$ cat config.mk
export PLATFORM = sky130hd
export DESIGN_NAME = mem_access_stage
export DESIGN_NICKNAME = d
export VERILOG_FILES = /design/src/rtl/mem_access_stage_pkg.sv /design/src/rtl/mem_access_stage_timer.sv /design/src/rtl/mem_access_stage.sv
export SDC_FILE = /design/constraint.sdc
export NUM_CORES = 1
export LEC_CHECK = 0
export ABC_AREA = 1
export BUFFER_PORTS_ARGS = -buffer_cell sky130_fd_sc_hd__buf_2
export CELL_PAD_IN_SITES_DETAIL_PLACEMENT = 1
export CELL_PAD_IN_SITES_GLOBAL_PLACEMENT = 1
export CORE_UTILIZATION = 35
export DETAILED_ROUTE_END_ITERATION = 8
export MAX_ROUTING_LAYER = met4
export PLACE_DENSITY_LB_ADDON = 0.1
export SYNTH_ARGS = -nofsm -noshare
export SYNTH_HDL_FRONTEND = slang
export SYNTH_HIERARCHICAL = 1
export SYNTH_SLANG_ARGS = --single-unit
$ cat constraint.sdc
create_clock -name clk -period 3.9 [get_ports clk]
set_input_delay 0.975 -clock clk [delete_from_list [all_inputs] [get_ports clk]]
set_output_delay 0.975 -clock clk [all_outputs]
set_load 0.02 [all_outputs]
$ cat src/rtl/mem_access_stage_pkg.sv
// Shared definitions for the memory-access pipeline stage: opcodes, FSM encoding
// and the op-class decode used to route instructions.
package mem_access_stage_pkg;

    localparam int unsigned OpW = 4;

    typedef enum logic [OpW-1:0] {
        OpAdd   = 4'h0,
        OpSub   = 4'h1,
        OpNand  = 4'h2,
        OpXor   = 4'h3,
        OpInc   = 4'h4,
        OpSra   = 4'h5,
        OpSrl   = 4'h6,
        OpSll   = 4'h7,
        OpLw    = 4'h8,
        OpSw    = 4'h9,
        OpLhb   = 4'hA,
        OpLlb   = 4'hB,
        OpB     = 4'hC,
        OpCall  = 4'hD,
        OpRet   = 4'hE,
        OpUndef = 4'hF
    } opcode_e;

    typedef enum logic [0:0] {
        StIdle,
        StAccess
    } state_e;

    typedef enum logic [1:0] {
        ClsAlu,
        ClsBranch,
        ClsMem,
        ClsIllegal
    } op_class_e;

    function automatic op_class_e decode_class(input logic [OpW-1:0] op);
        op_class_e cls;
        case (op)
            OpAdd, OpSub, OpNand, OpXor, OpInc,
            OpSra, OpSrl, OpSll, OpLhb, OpLlb: cls = ClsAlu;
            OpB:                               cls = ClsBranch;
            OpLw, OpSw, OpCall, OpRet:         cls = ClsMem;
            default:                           cls = ClsIllegal;
        endcase
        return cls;
    endfunction

    function automatic logic is_mem_write(input logic [OpW-1:0] op);
        return (op == OpSw) || (op == OpCall);
    endfunction

endpackage

$ cat src/rtl/mem_access_stage_timer.sv
// Wait counter for outstanding data-memory requests; expire is asserted in the
// TIMEOUT-th request cycle that has seen no acknowledge.
module mem_wait_timer #(
    parameter int unsigned TIMEOUT = 15
) (
    input  logic clk,
    input  logic rst,
    input  logic start,
    input  logic clear,
    input  logic ack,
    output logic expire
);

    logic [7:0] count_q, count_d;
    logic       run_q, run_d;

    always_comb begin
        count_d = count_q;
        run_d   = run_q;
        if (start) begin
            count_d = '0;
            run_d   = 1'b1;
        end else if (clear || ack) begin
            count_d = '0;
            run_d   = 1'b0;
        end else if (run_q) begin
            count_d = count_q + 8'd1;
        end
    end

    always_ff @(posedge clk or posedge rst) begin
        if (rst) begin
            count_q <= '0;
            run_q   <= 1'b0;
        end else begin
            count_q <= count_d;
            run_q   <= run_d;
        end
    end

    assign expire = run_q && (count_q == 8'(TIMEOUT - 1));

endmodule

$ cat src/rtl/mem_access_stage.sv
// Memory-access pipeline stage: completes ALU/branch ops in one cycle and runs
// one data-memory transaction at a time for LW/SW/CALL/RET, with a timeout.
module mem_access_stage
    import mem_access_stage_pkg::*;
#(
    parameter int unsigned DATA_W  = 16,
    parameter int unsigned ADDR_W  = 16,
    parameter int unsigned OP_W    = 4,
    parameter int unsigned TIMEOUT = 15
) (
    input  logic              clk,
    input  logic              rst,
    input  logic              in_valid,
    output logic              in_ready,
    input  logic [DATA_W-1:0] instr_in,
    input  logic [DATA_W-1:0] result,
    input  logic [DATA_W-1:0] rt,
    input  logic [ADDR_W-1:0] pc,
    output logic              dm_req,
    output logic              dm_we,
    output logic [ADDR_W-1:0] dm_addr,
    output logic [DATA_W-1:0] dm_wdata,
    input  logic [DATA_W-1:0] dm_rdata,
    input  logic              dm_ack,
    output logic              wb_valid,
    output logic              wb_we,
    output logic [DATA_W-1:0] wb_data,
    output logic              ret_valid,
    output logic [ADDR_W-1:0] ret_addr,
    output logic              err_timeout,
    output logic              err_illegal
);

    state_e state_q, state_d;

    logic [OP_W-1:0]   op_raw;
    logic [OpW-1:0]    op_in;
    op_class_e         cls_in;
    logic              accept;
    logic              ack_eff;
    logic              expire;
    logic              timer_start;
    logic              timer_clear;

    logic [OpW-1:0]    op_q;
    logic [DATA_W-1:0] result_q;
    logic [DATA_W-1:0] rt_q;
    logic [ADDR_W-1:0] pc_q;

    logic              in_ready_q, in_ready_d;
    logic              dm_req_q, dm_req_d;
    logic              dm_we_q, dm_we_d;
    logic [ADDR_W-1:0] dm_addr_q, dm_addr_d;
    logic [DATA_W-1:0] dm_wdata_q, dm_wdata_d;
    logic              wb_valid_q, wb_valid_d;
    logic              wb_we_q, wb_we_d;
    logic [DATA_W-1:0] wb_data_q, wb_data_d;
    logic              ret_valid_q, ret_valid_d;
    logic [ADDR_W-1:0] ret_addr_q, ret_addr_d;
    logic              err_timeout_q, err_timeout_d;
    logic              err_illegal_q, err_illegal_d;

    logic unused_instr_bits;
    assign unused_instr_bits = ^instr_in[DATA_W-OP_W-1:0];

    assign op_raw = instr_in[DATA_W-1 -: OP_W];
    assign op_in  = OpW'(op_raw);
    assign cls_in = decode_class(op_in);
    assign accept = in_valid && in_ready_q;
    // Acknowledge only counts while a request is actually outstanding.
    assign ack_eff = dm_ack && dm_req_q;

    assign timer_start = accept && (cls_in == ClsMem);
    assign timer_clear = (state_q == StAccess) && expire;

    mem_wait_timer #(
        .TIMEOUT (TIMEOUT)
    ) u_wait_timer (
        .clk    (clk),
        .rst    (rst),
        .start  (timer_start),
        .clear  (timer_clear),
        .ack    (ack_eff),
        .expire (expire)
    );

    always_ff @(posedge clk or posedge rst) begin
        if (rst) begin
            state_q <= StIdle;
        end else begin
            state_q <= state_d;
        end
    end

    always_comb begin
        state_d = state_q;
        unique case (state_q)
            StIdle: begin
                if (accept && (cls_in == ClsMem)) begin
                    state_d = StAccess;
                end
            end
            StAccess: begin
                if (ack_eff || expire) begin
                    state_d = StIdle;
                end
            end
            default: state_d = StIdle;
        endcase
    end

    always_comb begin
        in_ready_d    = (state_d == StIdle);
        dm_req_d      = dm_req_q;
        dm_we_d       = dm_we_q;
        dm_addr_d     = dm_addr_q;
        dm_wdata_d    = dm_wdata_q;
        wb_valid_d    = 1'b0;
        wb_we_d       = 1'b0;
        wb_data_d     = wb_data_q;
        ret_valid_d   = 1'b0;
        ret_addr_d    = ret_addr_q;
        err_timeout_d = 1'b0;
        err_illegal_d = 1'b0;
        unique case (state_q)
            StIdle: begin
                if (accept) begin
                    unique case (cls_in)
                        ClsAlu: begin
                            wb_valid_d = 1'b1;
                            wb_we_d    = 1'b1;
                            wb_data_d  = result;
                        end
                        ClsBranch: begin
                            wb_valid_d = 1'b1;
                            wb_data_d  = result;
                        end
                        ClsIllegal: begin
                            wb_valid_d    = 1'b1;
                            err_illegal_d = 1'b1;
                        end
                        ClsMem: begin
                            dm_req_d   = 1'b1;
                            dm_we_d    = is_mem_write(op_in);
                            dm_addr_d  = (op_in == OpCall) ? ADDR_W'(rt) : ADDR_W'(result);
                            dm_wdata_d = (op_in == OpCall) ? DATA_W'(pc) :
                                         (op_in == OpSw)   ? rt : '0;
                        end
                        default: ;
                    endcase
                end
            end
            StAccess: begin
                if (ack_eff) begin
                    dm_req_d   = 1'b0;
                    wb_valid_d = 1'b1;
                    wb_we_d    = (op_q != OpSw);
                    wb_data_d  = (op_q == OpLw) ? dm_rdata : result_q;
                    if (op_q == OpRet) begin
                        ret_valid_d = 1'b1;
                        ret_addr_d  = ADDR_W'(dm_rdata);
                    end
                end else if (expire) begin
                    dm_req_d      = 1'b0;
                    wb_valid_d    = 1'b1;
                    err_timeout_d = 1'b1;
                end
            end
            default: ;
        endcase
    end

    always_ff @(posedge clk or posedge rst) begin
        if (rst) begin
            op_q     <= '0;
            result_q <= '0;
            rt_q     <= '0;
            pc_q     <= '0;
        end else if (accept) begin
            op_q     <= op_in;
            result_q <= result;
            rt_q     <= rt;
            pc_q     <= pc;
        end
    end

    always_ff @(posedge clk or posedge rst) begin
        if (rst) begin
            in_ready_q    <= 1'b0;
            dm_req_q      <= 1'b0;
            dm_we_q       <= 1'b0;
            dm_addr_q     <= '0;
            dm_wdata_q    <= '0;
            wb_valid_q    <= 1'b0;
            wb_we_q       <= 1'b0;
            wb_data_q     <= '0;
            ret_valid_q   <= 1'b0;
            ret_addr_q    <= '0;
            err_timeout_q <= 1'b0;
            err_illegal_q <= 1'b0;
        end else begin
            in_ready_q    <= in_ready_d;
            dm_req_q      <= dm_req_d;
            dm_we_q       <= dm_we_d;
            dm_addr_q     <= dm_addr_d;
            dm_wdata_q    <= dm_wdata_d;
            wb_valid_q    <= wb_valid_d;
            wb_we_q       <= wb_we_d;
            wb_data_q     <= wb_data_d;
            ret_valid_q   <= ret_valid_d;
            ret_addr_q    <= ret_addr_d;
            err_timeout_q <= err_timeout_d;
            err_illegal_q <= err_illegal_d;
        end
    end

    // rt/pc are consumed at accept time; the latched copies are kept for debug visibility.
    logic unused_latched;
    assign unused_latched = ^{rt_q, pc_q};

    assign in_ready    = in_ready_q;
    assign dm_req      = dm_req_q;
    assign dm_we       = dm_we_q;
    assign dm_addr     = dm_addr_q;
    assign dm_wdata    = dm_wdata_q;
    assign wb_valid    = wb_valid_q;
    assign wb_we       = wb_we_q;
    assign wb_data     = wb_data_q;
    assign ret_valid   = ret_valid_q;
    assign ret_addr    = ret_addr_q;
    assign err_timeout = err_timeout_q;
    assign err_illegal = err_illegal_q;

endmodule
Yosys cells after proc, flatten, opt, wreduce, memory -nomap -nowiden

Memory sizes are Yosys's and may differ from the RTL's.
Index checks and enable logic that the tools add are counted.

Bits of input ports: 84
Word-level logic and storage cells: 90
Memories: 1
Output and inout bits: 72
Flip-flop bits (word level): 102
Bits in read-only memories: 32

Bitwise logic cells: 2
Equal/unequal tests: 14
Muxes and demuxes: 38
Add/subtract/negate cells: 1
Reductions and logical operators: 17

Memory list:

| memory           | words | bits a word | rd ports | clocked after memory_dff | write ports | line                       | text |
|---|---|---|---|---|---|---|---|
| (name not given) | 16    | 2           | 1        | 0                        | 0           | mem_access_stage_pkg.sv:40 | `case (op)` |

Operators with widths:

| kind                | count |
|---|---|
| $mux 16             | 7 |
| $pmux 16 s2         | 1 |
| $mux 8              | 3 |
| $mux 1              | 23 |
| $eq 4x4->1 const B  | 4 |
| $reduce_and 3->1    | 4 |
| $add 8x1->8 const B | 1 |
| $eq 8x4->1 const B  | 1 |
| $pmux 1 s2          | 4 |
| $ne 2x2->1 const B  | 3 |
| $logic_and 1x1->1   | 5 |
| $eq 2x2->1 const B  | 2 |
| $ne 4x4->1 const B  | 1 |
| $logic_or 1x1->1    | 3 |
| $ne 3x1->1 const B  | 1 |
| $reduce_bool 3->1   | 1 |
| $reduce_or 3->1     | 1 |
| $eq 2x1->1 const B  | 1 |
| $logic_not 2->1     | 1 |
| $ne 2x1->1 const B  | 1 |
| $not 1->1           | 2 |
| $reduce_bool 2->1   | 1 |
| $reduce_or 2->1     | 1 |

Longest topological paths before layout

Depth in word-level cells: 6
Gate-level depth with buffers: 11
Gate-level depth less buffers: 11

Modules after synthesis

Netlist, hierarchy kept.

By module, submodules not included:

| module           | instances | cells an instance | area each (um2) |
|---|---|---|---|
| mem_access_stage | 1         | 580               | 4,490.6 |
| mem_wait_timer   | 1         | 63                | 488.0 |

Least setup slack after synthesis

No wires, ideal clock.

Kind: input-to-reg
From: input port instr_in[12]
To: register u_wait_timer.count_q[0]
Path slack: 1,810 ps
Arrival time: 2,013 ps
Path buffers: 0
Required time: 3,824 ps
Stages: 9
Cell sequence: inv_1 ha_1 nor2_1 nor3_1 inv_1 nand2_1 nor2_4 nand2_1 o21ai_1

Cells in the longest elaborated chain, start to end: 4
Elaborated cells on any way between the ends: 5
Those cells by class: eq/ne (1); mux (1); reduce/logical (2); memory (1)

Ends and longest elaborated chain:

| what                                                                | line                         | text |
|---|---|---|
| start, declared                                                     | mem_access_stage.sv:15       | `input logic [DATA_W-1:0] instr_in,` |
| $mem_v2 16x2 *                                                      | -                            |  |
| $eq 2x2->1 *                                                        | mem_access_stage.sv:73       | `assign timer_start = accept && (cls_in == ClsMem);` |
| $logic_and 1x1->1 *                                                 | mem_access_stage.sv:73       |  |
| net timer_start                                                     | mem_access_stage.sv:42       | `logic timer_start;` |
| $reduce_bool 3->1 (no source line) / $mux 8 (equally long branches) | -                            |  |
| end signal, assigned                                                | mem_access_stage_timer.sv:36 | `count_q <= count_d;` |
| end, declared                                                       | mem_access_stage_timer.sv:14 | `logic [7:0] count_q, count_d;` |

Mark *: on every way through the listed nets, which the timed path passes. The rest lies on a longest branch.
A chain may end at the register's enable or synchronous reset.

Final worst setup path

From: input port instr_in[13]
To: register dm_wdata_q[6] (netlist: dm_wdata[6])

Cells in the longest elaborated chain, start to end: 3
Elaborated cells on any way between the ends: 7
Those cells by class: eq/ne (3); mux (2); reduce/logical (1); memory (1)

Ends and longest elaborated chain:

| what                                                                | line                                             | text |
|---|---|---|
| $mem_v2 16x2 / $eq 4x4->1 (equally long branches)                   | -                                                |  |
| $eq 2x2->1 / $mux 16 (equally long branches)                        | mem_access_stage.sv:128, mem_access_stage.sv:147 |  |
| $reduce_and 3->1 (no source line) / $mux 16 (equally long branches) | -                                                |  |
| end signal, assigned                                                | mem_access_stage.sv:206                          | `dm_wdata_q <= dm_wdata_d;` |
| end, declared                                                       | mem_access_stage.sv:54                           | `logic [DATA_W-1:0] dm_wdata_q, dm_wdata_d;` |

Several ways; a longest one is shown, not always the timed one.

==> flow_summary.json <==
{
  "outcome": "complete, no violations",
  "final_cell_area_um2": 6120,
  "gp_congestion": 0.774,
  "cts_root_buf": "clkbuf_16",
  "antenna_found_initial": 0,
  "period_needed_ns": 2.40,
  "synthCells": 643,
  "crit_chain": "buf_2, inv_1, ha_1, nand3_2, o22ai_1, nand2_1, nand2_1",
  "ys_types": 26,
  "area_growth_syn_to_layout_pct": 23.0,
  "clk_pin_slew_worst_paths_ns": 0.07,
  "fillers": 1770,
  "yosys_warnings": 6,
  "cp_max_fo": 48,
  "grt_pass1_wl_mm": 23.2,
  "cts_buffer_depth": 2,
  "post-route-util": 0.441,
  "cts_tree": "built",
  "path_buf_inv": 2,
  "cts_max_level": 3,
  "peakVddDrop_mv": 0.177,
  "cp.arrival_ns": 2.69,
  "wl_met2_mm": 6.12,
  "ys_seq_area_frac": 0.513,
  "syn_nets": 731,
  "place_hpwl_mm": 10.2,
  "antenna_left": 0,
  "fp.dieW_um": 121,
  "initial_core_util": 0.359,
  "viasPerCell": 4.70,
  "worstMarginPinSlew_ns": 0.862,
  "multi_input_area_um2": 1940,
  "max_freq_mhz": 417,
  "post_cts_resized": 0,
  "hold_viol": 0,
  "end_kind": "flip-flop",
  "grt_pass1_vias": 4483,
  "routedWlPerCell_um": 14.8,
  "yosys.area.top_type": "dfrtp_1",
  "postSynthAreaPerCell_um2": 7.74,
  "synth.area.top_cells": "dfrtp_1 (51%), nand2_1 (19%), inv_1 (6.3%)",
  "fin_nets": 861,
  "crit_top_cell": "nand2_1",
  "drive_gt1_frac": 0.236,
  "crit_slowest_cell": "nand3_2",
  "setup_viol": 0,
  "synth_edf_count": 0,
  "finalClockSkew_ns": 0.00659,
  "synth_seq_cells": 102,
  "ys.flop_type": "dfrtp_1",
  "required_ns": 4.19,
  "async_flop_share": 1.00,
  "io_pins": 156,
  "routed_wl_mm": 14.1,
  "via_count": 4494,
  "dpl.cell_count": 942,
  "routed.top_layer": "met4",
  "fp-row-count": 43,
  "final_max_slew_viol_count": 0,
  "p_leak_uw": 0.00369,
  "firstDrtPassIters": 4,
  "dpl-instance-area_um2": 5800,
  "critPathKind": "input pin to flip-flop",
  "antenna_cells": 0,
  "globalRouteTotalUtil": 0.210,
  "cts_inserted_buffers": 9,
  "post-cts-setup-buffer-count": 0,
  "wl_met3_um": 640,
  "hp-class": "flip-flop to flip-flop",
  "cpPeakStageDelay_ns": 0.65,
  "netlist_top_cells_count": "nand2_1 (257), dfrtp_1 (102), inv_1 (83), nand3_1 (58), o21ai_0 (48)",
  "overflow": 0,
  "postCtsHoldBufs": 0,
  "total_power_uw": 2200,
  "finalCritPeriodShare": 0.615,
  "wl_met1_mm": 7.20,
  "start_kind": "input pin",
  "die_h_um": 121,
  "core_area_um2": 13900,
  "max_cap_violations": 0,
  "drcViolationCount": 0,
  "cpLargestDelayFamily": "simple AND/OR/NAND/NOR gates",
  "tns_ns": 0,
  "final_cells": 956,
  "seq_area_um2": 2550,
  "synth_top_area_share": 0.513,
  "grt_max_degree": 67,
  "dieArea_um2": 14700,
  "p_per_area_nw_per_um2": 359,
  "maxSlewHeadroom": 0.425,
  "drt_iter0_drc": 180,
  "netlist_area_um2": 4980,
  "portBuffers": 143,
  "clk_latency_ns": 0.35,
  "synth.most_common_cell": "nand2_1",
  "clock-sinks": 102,
  "rsz0062_at_grt": "false"
}
==> sequential cells by signal, indices dropped and copies added, names as in the netlist, 4 cells and up <==
name / count
result_q: 16
op_q: 4
u_wait_timer/count_q: 8
wb_data: 16
ret_addr: 16
dm_addr: 16
dm_wdata: 16
==> cell type report <==
cell class,count,share of cell area
timing repair buffer,146,0.123
clock inverter,5,0.0163
tap,180,0.0368
clock buffer,9,0.0368
sequential,102,0.417
inverter,87,0.0542
multi-input combinational,427,0.316
==> logic make-up (layout without fill, tap and decap cells) <==
group | Yosys count | count (layout) | share of synthesized area
compound gates | 77 | 77 | 0.0822
fa+ha+maj | 4 | 4 | 0.0101
buf+inv | 114 | 247 | 0.0993
flops | 102 | 102 | 0.513
simple gates | 346 | 346 | 0.296
==> layer usage <==
metal  track usage  vias up
met5             -        -
met4        0.0648        0
met3        0.0315        9
met2         0.312      110
met1         0.297     2119
li1              -     2256
==> through the flow <==
step / hold WS (ns) / setup slack (ns)
after CTS: 0.473 / 1.49
final: 0.468 / 1.50
after global placement: 0.450 / 1.17
after floorplan: 0.492 / 0.505
after global routing: 0.501 / 1.30
after detailed placement: 0.457 / 1.13
==> path summary, 6_finish.rpt <==
kind                                   start                       to  slack (ns)  cells after the start
min in group asynchronous                rst  u_wait_timer/count_q[4]        0.63                      2
max in group asynchronous                rst              result_q[8]        2.42                      3
worst max-delay path            instr_in[13]              dm_wdata[6]        1.50                      7
worst max register to register       state_q              wb_data[11]        2.03                      7
worst min-delay path              dm_addr[2]               dm_addr[2]        0.47                      2
worst min register to register    dm_addr[2]               dm_addr[2]        0.47                      2
==> placed cells by master, fill, tap and decap left out, drive strengths merged <==
master	count
dfrtp	102
nand3b	1
o22ai	16
clkbuf	9
o21ai	58
nand4	1
nor2	20
ha	4
bufinv	3
a21oi	3
nand2	261
inv	87
clkinv	2
nor3	3
buf	146
nand3	59
or2	1
==> where the power goes <==
part / switching, uW / internal, uW
Combinational: 79.7 / 47.4
Clock: 395 / 618
Sequential: 0 / 1060
==> worst min-delay path: cells and delay by family, from the launching register on <==
kind,cells,cell delay (ns)
AND/OR/NAND/NOR,2,0.10
flip-flops,1,0.34
Note: power is estimated with default switching activity, not from simulation.
